$ cat config.mk
export PLATFORM = sky130hd
export DESIGN_NAME = hilo_acc_flat
export DESIGN_NICKNAME = d
export VERILOG_FILES = /design/src/rtl/hilo_acc_pkg.sv /design/src/rtl/hilo_acc_if.sv /design/src/rtl/hilo_addsub.sv /design/src/rtl/hilo_acc.sv /design/src/flat_wrapper.sv
export SDC_FILE = /design/constraint.sdc
export NUM_CORES = 1
export LEC_CHECK = 0
export CORE_MARGIN = 10
export CORE_UTILIZATION = 40
export DETAILED_ROUTE_END_ITERATION = 6
export DONT_BUFFER_PORTS = 1
export SLEW_MARGIN = 20
export SYNTH_ARGS = -nofsm -noshare
export SYNTH_HDL_FRONTEND = slang
export SYNTH_SLANG_ARGS = --single-unit
$ cat constraint.sdc
create_clock -name clk -period 10.5 [get_ports clk]
set_input_delay 2.1 -clock clk [delete_from_list [all_inputs] [get_ports clk]]
set_output_delay 2.1 -clock clk [all_outputs]
set_load 0.05 [all_outputs]
$ cat src/rtl/hilo_acc_pkg.sv
// Shared definitions for the HI/LO accumulator: op codes, FSM states and
// small decode helpers used by the top and the bench.
package hilo_acc_pkg;

   localparam int HILO_DATA_W_DEF = 32;

   typedef enum logic [1:0] {
      HILO_OP_WRITE   = 2'b00,
      HILO_OP_ACC_ADD = 2'b01,
      HILO_OP_ACC_SUB = 2'b10,
      HILO_OP_RSVD    = 2'b11
   } hilo_op_e;

   typedef enum logic [1:0] {
      HILO_ST_IDLE   = 2'd0,
      HILO_ST_ACC_LO = 2'd1,
      HILO_ST_ACC_HI = 2'd2
   } hilo_state_e;

   function automatic logic hilo_is_acc(input logic [1:0] op);
      return (op == HILO_OP_ACC_ADD) || (op == HILO_OP_ACC_SUB);
   endfunction

   function automatic logic hilo_is_sub(input logic [1:0] op);
      return (op == HILO_OP_ACC_SUB);
   endfunction

endpackage

$ cat src/rtl/hilo_acc_if.sv
// Request/response bundle for hilo_acc. valid_i/ready_o: a request is taken on
// a rising edge where valid_i && ready_o && !flush_i; an unaccepted valid_i is dropped.
interface hilo_acc_if
   import hilo_acc_pkg::*;
#(
   parameter int DATA_W = HILO_DATA_W_DEF
);
   logic              valid_i;
   logic [1:0]        op_i;
   logic              hi_we;
   logic              lo_we;
   logic [DATA_W-1:0] hi_i;
   logic [DATA_W-1:0] lo_i;
   logic              flush_i;
   logic              ready_o;
   logic              busy_o;
   logic              done_o;
   logic [DATA_W-1:0] hi_o;
   logic [DATA_W-1:0] lo_o;
   hilo_state_e       dbg_state_o;

   modport slave (
      input  valid_i, op_i, hi_we, lo_we, hi_i, lo_i, flush_i,
      output ready_o, busy_o, done_o, hi_o, lo_o, dbg_state_o
   );

   modport master (
      output valid_i, op_i, hi_we, lo_we, hi_i, lo_i, flush_i,
      input  ready_o, busy_o, done_o, hi_o, lo_o, dbg_state_o
   );
endinterface

$ cat src/rtl/hilo_addsub.sv
// DATA_W-bit adder/subtractor; subtract inverts b and relies on cin_i for the +1,
// so cout_o is the carry for ADD and the not-borrow for SUB.
module hilo_addsub #(
   parameter int DATA_W = 32
) (
   input  logic [DATA_W-1:0] a_i,
   input  logic [DATA_W-1:0] b_i,
   input  logic              sub_i,
   input  logic              cin_i,
   output logic [DATA_W-1:0] sum_o,
   output logic              cout_o
);
   logic [DATA_W-1:0] b_eff;

   assign b_eff = sub_i ? ~b_i : b_i;
   assign {cout_o, sum_o} = {1'b0, a_i} + {1'b0, b_eff} + {{DATA_W{1'b0}}, cin_i};
endmodule

$ cat src/rtl/hilo_acc.sv
// HI/LO register pair with WRITE and a two-stage 2*DATA_W accumulate.
// Optional HILO_WRITE_BYPASS_EN forwards accepted WRITE data to hi_o/lo_o.
module hilo_acc
   import hilo_acc_pkg::*;
#(
   parameter int DATA_W = HILO_DATA_W_DEF
) (
   input logic        clk,
   input logic        rst,
   hilo_acc_if.slave  bus
);
   hilo_state_e       state_q, state_d;
   logic              op_sub_q, op_sub_d;
   logic [DATA_W-1:0] opnd_hi_q, opnd_hi_d;
   logic [DATA_W-1:0] opnd_lo_q, opnd_lo_d;
   logic [DATA_W-1:0] temp_q, temp_d;
   logic              carry_q, carry_d;
   logic [DATA_W-1:0] hi_q, hi_d;
   logic [DATA_W-1:0] lo_q, lo_d;

   logic              idle;
   logic              accept;
   logic              wr_accept;
   logic              acc_accept;

   logic [DATA_W-1:0] as_a, as_b, as_sum;
   logic              as_cin, as_cout;

   assign idle       = (state_q == HILO_ST_IDLE);
   assign accept     = bus.valid_i && idle && !bus.flush_i;
   assign wr_accept  = accept && (bus.op_i == HILO_OP_WRITE);
   assign acc_accept = accept && hilo_is_acc(bus.op_i);

   // One adder serves both halves: LO stage in ACC_LO, HI stage in ACC_HI.
   hilo_addsub #(.DATA_W(DATA_W)) u_addsub (
      .a_i    (as_a),
      .b_i    (as_b),
      .sub_i  (op_sub_q),
      .cin_i  (as_cin),
      .sum_o  (as_sum),
      .cout_o (as_cout)
   );

   always_comb begin
      state_d   = state_q;
      op_sub_d  = op_sub_q;
      opnd_hi_d = opnd_hi_q;
      opnd_lo_d = opnd_lo_q;
      temp_d    = temp_q;
      carry_d   = carry_q;
      hi_d      = hi_q;
      lo_d      = lo_q;
      as_a      = lo_q;
      as_b      = opnd_lo_q;
      as_cin    = op_sub_q;

      case (state_q)
         HILO_ST_IDLE: begin
            if (wr_accept) begin
               if (bus.hi_we) hi_d = bus.hi_i;
               if (bus.lo_we) lo_d = bus.lo_i;
            end else if (acc_accept) begin
               opnd_hi_d = bus.hi_i;
               opnd_lo_d = bus.lo_i;
               op_sub_d  = hilo_is_sub(bus.op_i);
               state_d   = HILO_ST_ACC_LO;
            end
         end
         HILO_ST_ACC_LO: begin
            if (bus.flush_i) begin
               state_d = HILO_ST_IDLE;
            end else begin
               temp_d  = as_sum;
               carry_d = as_cout;
               state_d = HILO_ST_ACC_HI;
            end
         end
         HILO_ST_ACC_HI: begin
            as_a   = hi_q;
            as_b   = opnd_hi_q;
            as_cin = carry_q;
            if (bus.flush_i) begin
               state_d = HILO_ST_IDLE;
            end else begin
               hi_d    = as_sum;
               lo_d    = temp_q;
               state_d = HILO_ST_IDLE;
            end
         end
         default: state_d = HILO_ST_IDLE;
      endcase
   end

   always_ff @(posedge clk) begin
      if (rst) begin
         state_q   <= HILO_ST_IDLE;
         op_sub_q  <= 1'b0;
         opnd_hi_q <= '0;
         opnd_lo_q <= '0;
         temp_q    <= '0;
         carry_q   <= 1'b0;
         hi_q      <= '0;
         lo_q      <= '0;
      end else begin
         state_q   <= state_d;
         op_sub_q  <= op_sub_d;
         opnd_hi_q <= opnd_hi_d;
         opnd_lo_q <= opnd_lo_d;
         temp_q    <= temp_d;
         carry_q   <= carry_d;
         hi_q      <= hi_d;
         lo_q      <= lo_d;
      end
   end

   // Outputs are forced to their reset values while rst is asserted.
   assign bus.ready_o     = rst || idle;
   assign bus.busy_o      = !(rst || idle);
   assign bus.done_o      = !rst && (state_q == HILO_ST_ACC_HI) && !bus.flush_i;
   assign bus.dbg_state_o = state_q;

`ifdef HILO_WRITE_BYPASS_EN
   assign bus.hi_o = rst ? '0 : ((wr_accept && bus.hi_we) ? bus.hi_i : hi_q);
   assign bus.lo_o = rst ? '0 : ((wr_accept && bus.lo_we) ? bus.lo_i : lo_q);
`else
   assign bus.hi_o = rst ? '0 : hi_q;
   assign bus.lo_o = rst ? '0 : lo_q;
`endif

endmodule

$ cat src/flat_wrapper.sv
// flat-port wrapper written by rule: the top's interface ports become plain ports
module hilo_acc_flat import hilo_acc_pkg::*;
#(
   parameter int DATA_W = HILO_DATA_W_DEF
)
  (clk, rst, bus_valid_i, bus_op_i, bus_hi_we, bus_lo_we, bus_hi_i, bus_lo_i, bus_flush_i, bus_ready_o, bus_busy_o, bus_done_o, bus_hi_o, bus_lo_o, bus_dbg_state_o);
  hilo_acc_if #(.DATA_W(DATA_W)) bus_i ();
  input logic clk;
  input logic rst;
  input wire logic [$bits(bus_i.valid_i)-1:0] bus_valid_i;
  input wire logic [$bits(bus_i.op_i)-1:0] bus_op_i;
  input wire logic [$bits(bus_i.hi_we)-1:0] bus_hi_we;
  input wire logic [$bits(bus_i.lo_we)-1:0] bus_lo_we;
  input wire logic [$bits(bus_i.hi_i)-1:0] bus_hi_i;
  input wire logic [$bits(bus_i.lo_i)-1:0] bus_lo_i;
  input wire logic [$bits(bus_i.flush_i)-1:0] bus_flush_i;
  output wire logic [$bits(bus_i.ready_o)-1:0] bus_ready_o;
  output wire logic [$bits(bus_i.busy_o)-1:0] bus_busy_o;
  output wire logic [$bits(bus_i.done_o)-1:0] bus_done_o;
  output wire logic [$bits(bus_i.hi_o)-1:0] bus_hi_o;
  output wire logic [$bits(bus_i.lo_o)-1:0] bus_lo_o;
  output wire logic [$bits(bus_i.dbg_state_o)-1:0] bus_dbg_state_o;
  assign bus_i.valid_i = bus_valid_i;
  assign bus_i.op_i = bus_op_i;
  assign bus_i.hi_we = bus_hi_we;
  assign bus_i.lo_we = bus_lo_we;
  assign bus_i.hi_i = bus_hi_i;
  assign bus_i.lo_i = bus_lo_i;
  assign bus_i.flush_i = bus_flush_i;
  assign bus_ready_o = bus_i.ready_o;
  assign bus_busy_o = bus_i.busy_o;
  assign bus_done_o = bus_i.done_o;
  assign bus_hi_o = bus_i.hi_o;
  assign bus_lo_o = bus_i.lo_o;
  assign bus_dbg_state_o = bus_i.dbg_state_o;
  hilo_acc #(.DATA_W(DATA_W)) u_core (.clk(clk), .rst(rst), .bus(bus_i));
endmodule
======== Word level (Yosys, flattened, before mapping) ========
Index checks and enable logic that the tools add are counted.
operators by class
  $add $sub $neg .......................... 2
  equality and inequality tests ........... 10
  multiplexer cells ....................... 18
  bitwise operators ....................... 3
  reduce and logical (&&, ||, !) cells .... 19
operators by type and width
  cell                                                  count
  two-way mux 32 bit                                    11
  case mux 32 bit (2 select lines)                      2
  adder 32 x 32 -> 33 bit                               1
  adder 33 x 1 -> 33 bit                                1
  inverter 32 bit                                       1
  inequality test 2 bit (second input constant)         6
  AND reduction 4 bit                                   2
  logical AND 1 bit                                     6
  two-way mux 2 bit                                     3
  equality test 2 x 1 -> 1 bit (second input constant)  2
  equality test 2 bit (second input constant)           2
  logical NOT 2 bit                                     2
  case mux 2 bit (2 select lines)                       1
  AND reduction 2 bit                                   2
  logical NOT 1 bit                                     3
  AND reduction 3 bit                                   1
  logical OR 1 bit                                      2
  inverter 1 bit                                        2
  nonzero test 2 bit                                    1
  two-way mux 1 bit                                     1
word-level totals
  flip-flop bits (word level) ............. 164
  input port bits ......................... 72
  output and inout port bits .............. 69
  logic and storage cells ................. 60

======== Logic depth before layout (Yosys ltp) ========
Gate-level depths: netlist of run 1.
  word-level depth ........................ 8
  depth in mapped cells ................... 18
  gate-level depth less buffers ........... 14

======== Modules after synthesis ========
Synthesis of run 1 repeated with hierarchy kept, for this count alone.
unflattened totals
  cells, all modules ...................... 1295
  area total of the unflattened synthesis .. 10715.3 sq um
modules (own cells, without submodules)
  module       instances  cells each  area each (sq um)  sequential area each (sq um)
  hilo_acc     1          1008        8622.0             3283.1
  hilo_addsub  1          287         2093.3             0.0

======== Worst setup path before layout of run 1 ========
No wires, ideal clock.
  path type ............................... input to output
  start point ............................. input rst
  end point ............................... output bus_busy_o
  data arrival time ....................... 3620 ps
  required time ........................... 8400 ps
  slack ................................... 4780 ps
  cell stages on the path ................. 4
  path buffers ............................ 1
  cells stage by stage .................... clkinv_1 > clkbuf_1 > o21ai_0 > inv_1
on the way
  longest elaborated chain between the ends .. 2
RTL lines
  item                   RTL line            text
  from (decl)            flat_wrapper.sv:9   input logic rst;
  logical OR 1 bit       -
  named net bus_ready_o  flat_wrapper.sv:17  output wire logic [$bits(bus_i.ready_o)-1:0] bus_ready_o;
  logical NOT 1 bit      hilo_acc.sv:118     assign bus.busy_o = !(rst || idle);
  to (decl)              flat_wrapper.sv:18  output wire logic [$bits(bus_i.busy_o)-1:0] bus_busy_o;
The timed path passes the listed nets, and every way through them passes these cells.

======== Final worst setup path of run 1 ========
  start point ............................. register u_core.state_q[1] (netlist: u_core.bus.dbg_state_o[1])
  end point ............................... output bus_done_o
on the way
  longest elaborated chain between the ends .. 3
RTL lines
  item                            RTL line            text
  from (decl)                     hilo_acc.sv:12      hilo_state_e state_q, state_d;
  from (signal assigned)          hilo_acc.sv:105     state_q <= state_d;
  equality test 2 bit             hilo_acc.sv:119     assign bus.done_o = !rst && (state_q == HILO_ST_ACC_HI) && !bus.flush_i;
  logical AND 1 bit (2 in a row)  hilo_acc.sv:119
  to (decl)                       flat_wrapper.sv:19  output wire logic [$bits(bus_i.done_o)-1:0] bus_done_o;
Every way passes these cells.

==> results_dict.tcl, run 1 <==
set metrics [dict create \
    wl_per_cell_um 18.3 \
    rr_worst_depth 15 \
    viasPerCell 5.54 \
    synth.distinct_cells 58 \
    critPathLaunchType "flip-flop" \
    post-route-period-util_pct 52.5 \
    start_util_pct 40.7 \
    finalSetupViolations 0 \
    synth_top_family_by_area "simple AND/OR/NAND/NOR gates" \
    io_buffers 0 \
    finalWeightedCongestion 0.883 \
    dpl_cell_area_um2 9680 \
    antenna_found_initial 0 \
    report.final.slew_viol_count 0 \
    vias 8696 \
    ios 141 \
    drive_gt1_share_pct 4.32 \
    die_h_um 175 \
    p_leak_nw 4.13 \
    grt_max_degree 221 \
    critPathMaxFanout 46 \
    core-area_um2 23500 \
    p_per_area_nw_per_um2 135 \
    ctsResizeCount 0 \
    p_clk_share_pct 44.9 \
    layoutNonFillerInstCount 1570 \
    cts.htree.levels 4 \
    synth-warning-count 0 \
    p_total_mw 1.39 \
    ys_top_cells_by_count "nand2_1, dfxtp_1, a21oi_1, clkbuf_1, nor2_1" \
    drtAntennaViolNets 0 \
    synth_fa_ha_area_share_pct 4.74 \
    async_flop_share_pct 0 \
    whs_ns 0.454 \
    rows 56 \
    synth_top_area_share_pct 34.3 \
    post-synth-top-area-cell "dfxtp_1" \
    yosys.area_share.simple_pct 27.2 \
    dr.pass1.iters 5 \
    irDropWorstVdd_uv 96.1 \
    synthFlopType "dfxtp_1" \
    path_clk_slew_ns 0.07 \
    drtIter0Drc 702 \
    yosys.area_share.xor_xnor_pct 5.50 \
    hpwl_um 19300 \
    skew_ns 0.0142 \
    seqPwrFrac_pct 46.8 \
    multi_input_area_um2 5870 \
    worstSetupPathType "reg -> out" \
    fin_crit_ns 5.51 \
    status "completed" \
    grt_pass1_vias 8353 \
    synth_area_um2 9560 \
    postCtsHoldBufs 0 \
    arrival_ns 3.41 \
    p_sw_share_pct 26.8 \
    synth_cells 1312 \
    min_path_type "reg -> reg" \
    power_frac_comb_pct 8.4 \
    p_int_mw 1.02 \
    rsz0062_at_grt "false" \
    finalHoldViolations 0 \
    dieWidth_um 175 \
    clockBufferDepth 2 \
    yosysMostFrequentCell "nand2_1" \
    track_usage_pct 18.4 \
    synth_compound_area_share_pct 19.7 \
    nNetsFinal 1345 \
    worstHoldPathCells 2 \
    place_ws_ns 5.15 \
    post_synth.cell_area_avg_um2 7.29 \
    max_cap_viol_count 0 \
    cts_setup_buffers 0 \
    root_buffer "clkbuf_16" \
    cp-end-kind "output pin" \
    wl_um 28700 \
    gr-total-overflow 0 \
    clk_latency_ns 0.44 \
    setup_tns_ns 0 \
    ys_ff_latch 164 \
    cts_made_buffers 17 \
    p_switching_uw 371 \
    cts.sinks 164 \
    cts_tree "built" \
    fin_ws_ns 4.99 \
    syn_nets 1419 \
    worst_pin_slew_ns 1.03 \
    placed_cells 1538 \
    synth-edff-count 0 \
    maxSlewHeadroom_pct 30.7 \
    die_area_um2 30500 \
    synth_seq_area_share_pct 34.3 \
    area_growth_pct 7.29 \
    netlist_top_cells_area "dfxtp_1, nand2_1, a21oi_1" \
    final_area_um2 10300 \
    num_antenna_cells 0 \
    regArea_um2 3280 \
    worstPathRequired_ns 8.40 \
    fillers 2460 \
    fmax_mhz 181 \
    fin_util_pct 43.7 \
    drc 0 \
    muxShareOfSynthArea_pct 3.87 \
    grt_pass1_wl_um 45900 \
]
==> per-layer routing <==
metal / vias to the layer above / part of all wire, % / GRT usage, %
met5: - / 0 / 0
met1: 4133 / 46 / 23.6
met3: 30 / 7.1 / 5.67
li1: 4329 / - / -
met2: 204 / 46 / 29.2
met4: 0 / 1.2 / 4.98
==> placed cells by master (no fill, tap or decap), types with 16 or more instances in the layout <==
| cell | count |
|---|---|
| a311oi_1 | 40 |
| and3_1 | 16 |
| nor2_1 | 71 |
| nor2b_1 | 67 |
| xnor2_1 | 46 |
| a21o_1 | 20 |
| dfxtp_1 | 163 |
| a21oi_1 | 141 |
| clkbuf_16 | 17 |
| o21ai_0 | 28 |
| mux2i_1 | 37 |
| ha_1 | 33 |
| nand2_1 | 378 |
| nand3_1 | 17 |
==> critical path: stages (launching register included) <==
cell and delay [ns]:
dfxtp_1 0.90, nand2b_4 0.47, buf_4 0.47, or3_1 0.59, inv_1 0.50
==> registers in the layout, indices dropped and copies added (netlist names) <==
| name | cells |
|---|---|
| u_core.temp_q | 32 |
| u_core.lo_q | 32 |
| u_core.opnd_hi_q | 32 |
| u_core.bus.dbg_state_o | 2 |
| u_core.carry_q | 1 |
| u_core.hi_q | 32 |
| u_core.op_sub_q | 1 |
| u_core.opnd_lo_q | 32 |
==> kinds of logic after synthesis <==
logic type / count (synthesis)
multiplexers: 37
buffers and inverters: 116
AND/OR/NAND/NOR: 599
AO/OA/AOI/OAI: 301
XOR/XNOR: 60
flip-flops: 164
adder cells (fa/ha/maj): 35
==> path summary, 6_finish.rpt <==
path | from | slack (ns) | end
worst max-delay path | u_core.bus.dbg_state_o[1] | 4.99 | bus_done_o
worst min-delay path | u_core.opnd_hi_q[2] | 0.45 | u_core.opnd_hi_q[2]
worst max register to register | u_core.bus.dbg_state_o[0] | 5.15 | u_core.hi_q[26]
worst min register to register | u_core.opnd_hi_q[2] | 0.45 | u_core.opnd_hi_q[2]
==> power groups by stage <==
stage          sequential [mW]  combinational, mW  clock, mW
2_1_floorplan            0.658              0.106          0
3_3_place_gp             0.662              0.115          0
3_5_place_dp             0.662              0.116          0
4_1_cts                  0.648              0.117      0.633
5_1_grt                  0.650              0.130      0.661
6_report                 0.648              0.116      0.622
==> layout make-up <==
class	instances	share of cell area, %
inverter	11	0.402
clock buffer	18	4.28
multi-input combinational	1032	57.2
timing repair buffer	12	0.878
clock inverter	14	1.35
sequential	164	32.0
tap	319	3.89
Power figures use the tool's default switching activity.
==> run 2, diff against run 1 <==
clock period = 5.01 ns   (was 10.5 ns; I/O delays follow)
==> run 2 against run 1 <==
Net effect:
- core utilization increased by 0.46 points
- wire length grew 2.3%
- die area unchanged
- worst hold slack worse by 0.0017 ns
- cell count grew 0.32%
- sequential share of layout area down 0.33 points
- total power is 120% higher
- first-iteration DRC count rose by 3.0%
- clock power up 130%
- largest cell class unchanged
- largest power group is now clock
==> results_dict.tcl, run 2 (synthesis results as in run 1) <==
set metrics [dict create \
    drtAntennaViolNets 0 \
    most-common-layout-cells "nand2_1, dfxtp_1, a21oi_1, nor2_1, nor2b_1" \
    fin_ws_ns 0.754 \
    finalHoldViolations 0 \
    rows 56 \
    wl_um 29400 \
    slowest_delay_ns 0.42 \
    antenna_found_initial 0 \
    grt_pass1_wl_um 46900 \
    finalWeightedCongestion 0.876 \
    cts_tree "built" \
    root_buffer "clkbuf_16" \
    worstPathRequired_ns 5.30 \
    num_antenna_cells 0 \
    p_per_area_nw_per_um2 293 \
    cts.sinks 164 \
    setup_tns_ns 0 \
    drtIter0Drc 723 \
    arrival_ns 4.55 \
    place_ws_ns 0.820 \
    cts_setup_buffers 0 \
    fmax_mhz 235 \
    clk_latency_ns 0.44 \
    p_leak_nw 4.19 \
    worst_pin_slew_ns 1.13 \
    min_path_type "reg -> reg" \
    ctsResizeCount 0 \
    crit_path_cell_trace "buf_4 -> nand2b_4 -> mux2i_1 -> xor2_1 -> fa_1 -> inv_1 -> fa_1 -> a211o_1 -> a211oi_1 -> o21a_1 -> o31a_1 -> o21ai_1 -> a41oi_1 -> xnor2_1 -> o22ai_1" \
    path_clk_slew_ns 0.07 \
    dr.pass1.iters 5 \
    final_common_cell "nand2_1" \
    worstSetupPathType "reg -> reg" \
    postCtsHoldBufs 0 \
    die_area_um2 30500 \
    track_usage_pct 18.8 \
    dpl_cell_area_um2 9740 \
    r2r_slack_ns 0.75 \
    slowest_stage "fa_1" \
    viasPerCell 5.55 \
    fin_crit_ns 4.26 \
    drive_gt1_share_pct 4.70 \
    cpMostUsedCell "fa_1" \
    critPathMaxFanout 20 \
    max_cap_viol_count 0 \
    nNetsFinal 1351 \
    irDropWorstVdd_uv 182 \
    fin_util_pct 44.2 \
    cts.htree.levels 4 \
    ios 141 \
    vias 8744 \
    maxSlewHeadroom_pct 24.8 \
    grt_pass1_vias 8416 \
    rsz0062_at_grt "false" \
    cts_made_buffers 17 \
    core-area_um2 23500 \
    post-route-period-util_pct 84.9 \
    status "completed" \
    drc 0 \
    wl_per_cell_um 18.7 \
    cp-end-kind "flip-flop" \
    area_growth_pct 8.41 \
    gr-total-overflow 0 \
    hpwl_um 19800 \
    clockBufferDepth 2 \
    p_total_mw 3.03 \
    grt_max_degree 221 \
    die_h_um 175 \
    final_area_um2 10400 \
    skew_ns 0.0106 \
    report.final.slew_viol_count 0 \
    start_util_pct 40.7 \
    io_buffers 0 \
    finalSetupViolations 0 \
    dieWidth_um 175 \
    critPathLaunchType "flip-flop" \
]
[run 2: cell types whose count changed in the layout (fill, tap and decap cells not counted), sizes merged]
| cell | previous run | this run |
|---|---|---|
| buf | 12 | 18 |
| clkinvlp | 4 | 2 |
| clkinv | 2 | 3 |
| inv | 18 | 15 |
| bufinv | 1 | 4 |
[run 2: metrics by stage]
stage / std cells / hold WS (ns)
2_1_floorplan: 1312 / 0.436
3_3_place_gp: 1544 / 0.436
3_5_place_dp: 1544 / 0.441
4_1_cts: 1575 / 0.451
5_1_grt: 1575 / 0.476
6_report: 1575 / 0.452
[run 2: power by group]
| group | switching, mW | internal, mW |
|---|---|---|
| logic | 0.166 | 0.0836 |
| clock network | 0.587 | 0.842 |
| registers | 0.0210 | 1.34 |
[run 2: path summary, 6_finish.rpt]
check	startpoint	end	cells after the start
max reg2reg	u_core.bus.dbg_state_o[0]	u_core.hi_q[26]	15
min	u_core.opnd_hi_q[29]	u_core.opnd_hi_q[29]	2
max	u_core.bus.dbg_state_o[0]	u_core.hi_q[26]	15
min reg2reg	u_core.opnd_hi_q[29]	u_core.opnd_hi_q[29]	2
[run 2: cell type report]
| cell class | count | area, um^2 |
|---|---|---|
| Clock buffer | 18 | 429 |
| Clock inverter | 13 | 196 |
| Fill cell | 2398 | 13100 |
| Inverter | 11 | 41.3 |
| Multi-Input combinational cell | 1032 | 5870 |
| Sequential cell | 164 | 3280 |
| Tap cell | 319 | 399 |
| Timing Repair Buffer | 18 | 148 |
[run 2: critical path, delay by kind of cell (launching register included)]
| family | cells | cell delay, ns |
|---|---|---|
| AOI/OAI and AO/OA | 7 | 1.86 |
| adders and majority gates | 2 | 0.65 |
| xor gates and xnor gates | 2 | 0.38 |
| and+or+nand+nor | 1 | 0.34 |
| DFF | 1 | 0.31 |
| buffers and inverters | 2 | 0.31 |
| muxes | 1 | 0.26 |
[run 2: layer usage]
metal | part of all wire (%) | wire (um) | vias up | track usage (%)
li1 | - | - | 4340 | -
met1 | 45 | 13100 | 4138 | 23.9
met2 | 46 | 13500 | 239 | 30.2
met3 | 8.2 | 2400 | 27 | 6.53
met4 | 1.1 | 310 | 0 | 3.89
met5 | 0 | 0 | - | 0
==> run 3, diff against run 2 <==
clock period = 3.5 ns   (was 5.01 ns; I/O delays follow)
==> run 3 against run 2 <==
Net effect:
- total power rose by 36%
- largest cell class unchanged
- cell count increased by 6.0%
- fmax rose by 23%
- worst hold slack worse by 0.11 ns
- count of clock-buffer cells in the layout stayed put
- first-iteration DRC count down 8.2%
- highest routed layer unchanged
- critical endpoint is now u_core.temp_q[28]
- via count rose by 4.3%
==> results_dict.tcl, run 3 (synthesis results as in run 1) <==
set metrics [dict create \
    p_per_area_nw_per_um2 367 \
    max_cap_viol_count 0 \
    fmax_mhz 288 \
    viasPerCell 5.47 \
    dr.pass1.iters 5 \
    fin_ws_ns 0.0327 \
    final_common_cell "nand2_1" \
    most-common-layout-cells "nand2_1, dfxtp_1, a21oi_1, buf_4, nor2_1" \
    slowest_delay_ns 0.37 \
    worst_pin_slew_ns 0.994 \
    antenna_found_initial 0 \
    rr_worst_depth 16 \
    cts.sinks 164 \
    critPathBufInv 3 \
    grt_pass1_wl_um 47600 \
    io_buffers 0 \
    wl_per_cell_um 18.1 \
    track_usage_pct 19.1 \
    slowest_stage "dfxtp_4" \
    rsz0062_at_grt "true" \
    drtIter0Drc 664 \
    worstHoldPathCells 1 \
    nNetsFinal 1444 \
    place_ws_ns 0.0699 \
    cts.htree.levels 4 \
    post-route-period-util_pct 99.1 \
    drive_gt1_share_pct 13.0 \
    fin_crit_ns 3.47 \
    cts_tree "built" \
    ios 141 \
    die_area_um2 30500 \
    die_h_um 175 \
    finalSetupViolations 0 \
    cp-end-kind "flip-flop" \
    drtAntennaViolNets 0 \
    setup_tns_ns 0 \
    p_leak_nw 4.72 \
    skew_ns 0.0123 \
    gr-total-overflow 0 \
    maxSlewHeadroom_pct 33.6 \
    clockBufferDepth 2 \
    cpLargestDelayFamily "compound AO/OA/AOI/OAI gates" \
    core-area_um2 23500 \
    worstSetupPathType "reg -> reg" \
    arrival_ns 3.84 \
    clk_latency_ns 0.43 \
    min_to "u_core.opnd_lo_q[29]" \
    crit_path_cell_trace "nand2b_4 -> mux2i_1 -> xor2_1 -> fa_2 -> inv_2 -> fa_2 -> a211o_1 -> a211oi_2 -> o21a_1 -> buf_4 -> o21ai_1 -> a21oi_2 -> buf_4 -> xnor2_2 -> nand2_1 -> a21oi_2" \
    finalWeightedCongestion 0.891 \
    status "completed" \
    hold_start "rst" \
    final_area_um2 11200 \
    dpl_cell_area_um2 10500 \
    min_path_type "in -> reg" \
    root_buffer "clkbuf_16" \
    grt_max_degree 221 \
    whs_ns 0.346 \
    critPathLaunchType "flip-flop" \
    layoutNonFillerInstCount 1669 \
    path_clk_slew_ns 0.07 \
    postCtsHoldBufs 0 \
    vias 9123 \
    dieWidth_um 175 \
    worstPathRequired_ns 3.87 \
    r2r_slack_ns 0.03 \
    drc 0 \
    critPathMaxFanout 6 \
    r2r_end "u_core.temp_q[28]" \
    grt_pass1_vias 8905 \
    num_antenna_cells 0 \
    area_growth_pct 17.1 \
    wl_um 30200 \
    worstReg2RegStart "u_core.bus.dbg_state_o[0]" \
    placed_cells 1628 \
    report.final.slew_viol_count 0 \
    irDropWorstVdd_uv 241 \
    start_util_pct 40.7 \
    hpwl_um 20400 \
    finalHoldViolations 0 \
    cts_made_buffers 17 \
    rows 56 \
]
[run 3: cell types whose count changed in the layout (fill, tap and decap cells not counted), sizes merged]
| cell | previous run | this run |
|---|---|---|
| clkbuf | 18 | 20 |
| clkinv | 3 | 11 |
| inv | 15 | 14 |
| clkinvlp | 2 | 0 |
| bufinv | 4 | 0 |
| buf | 18 | 109 |
[run 3: timing repair]
| item | in CTS | in global routing |
|---|---|---|
| gates resized for setup | 0 | 21 |
| setup buffers | 0 | 7 |
| setup endpoints to repair | 0 | 24 |
[run 3: final cells by class]
class / instances / area, um^2
Fill cell: 2355 / 12300
Tap cell: 319 / 399
Clock inverter: 14 / 104
Clock buffer: 18 / 439
Inverter: 11 / 41.3
Sequential cell: 164 / 3290
Timing Repair Buffer: 111 / 955
Multi-Input combinational cell: 1032 / 5970
[run 3: power breakdown]
part | internal [mW] | switching, mW
Sequential | 1.91 | 0.0310
Clock | 0.935 | 0.836
Combinational | 0.153 | 0.248
Total | 3.00 | 1.12
[run 3: worst max path at each step]
| stage | start | to | slack (ns) | cells after the start |
|---|---|---|---|---|
| floorplan | u_core.bus.dbg_state_o[1] | u_core.temp_q[22] | -0.1 | 16 |
| global placement | u_core.bus.dbg_state_o[0] | u_core.temp_q[19] | 0.13 | 14 |
| detailed placement | u_core.bus.dbg_state_o[0] | u_core.hi_q[31] | 0.07 | 13 |
| CTS | u_core.bus.dbg_state_o[0] | u_core.temp_q[19] | 0.05 | 14 |
| global route | u_core.bus.dbg_state_o[0] | u_core.carry_q | -0.13 | 15 |
| finish | u_core.bus.dbg_state_o[0] | u_core.temp_q[28] | 0.03 | 16 |
[run 3: metrics by stage]
stage | power, mW | utilization, %
after floorplan | 2.29 | -
after global placement | 2.37 | 44.6
after detailed placement | 2.37 | 44.6
after CTS | 4.13 | 46.9
after global routing | 4.26 | 47.7
final | 4.11 | 47.7
[run 3: worst reg2reg max path: cells and delay by family, from the launching register on]
family | cells | cell delay [ns]
and+or+nand+nor | 2 | 0.29
muxes | 1 | 0.23
AOI/OAI and AO/OA | 6 | 1.24
adders and majority gates | 2 | 0.62
DFF | 1 | 0.37
buffers and inverters | 3 | 0.33
xor gates and xnor gates | 2 | 0.34
[run 3: metal layers]
layer	vias up	share of wire [%]	GRT usage (%)
met2	247	46	31.2
li1	4534	-	-
met1	4322	45	24.4
met4	0	0.96	4.13
met5	-	0	0
met3	20	7.4	5.60
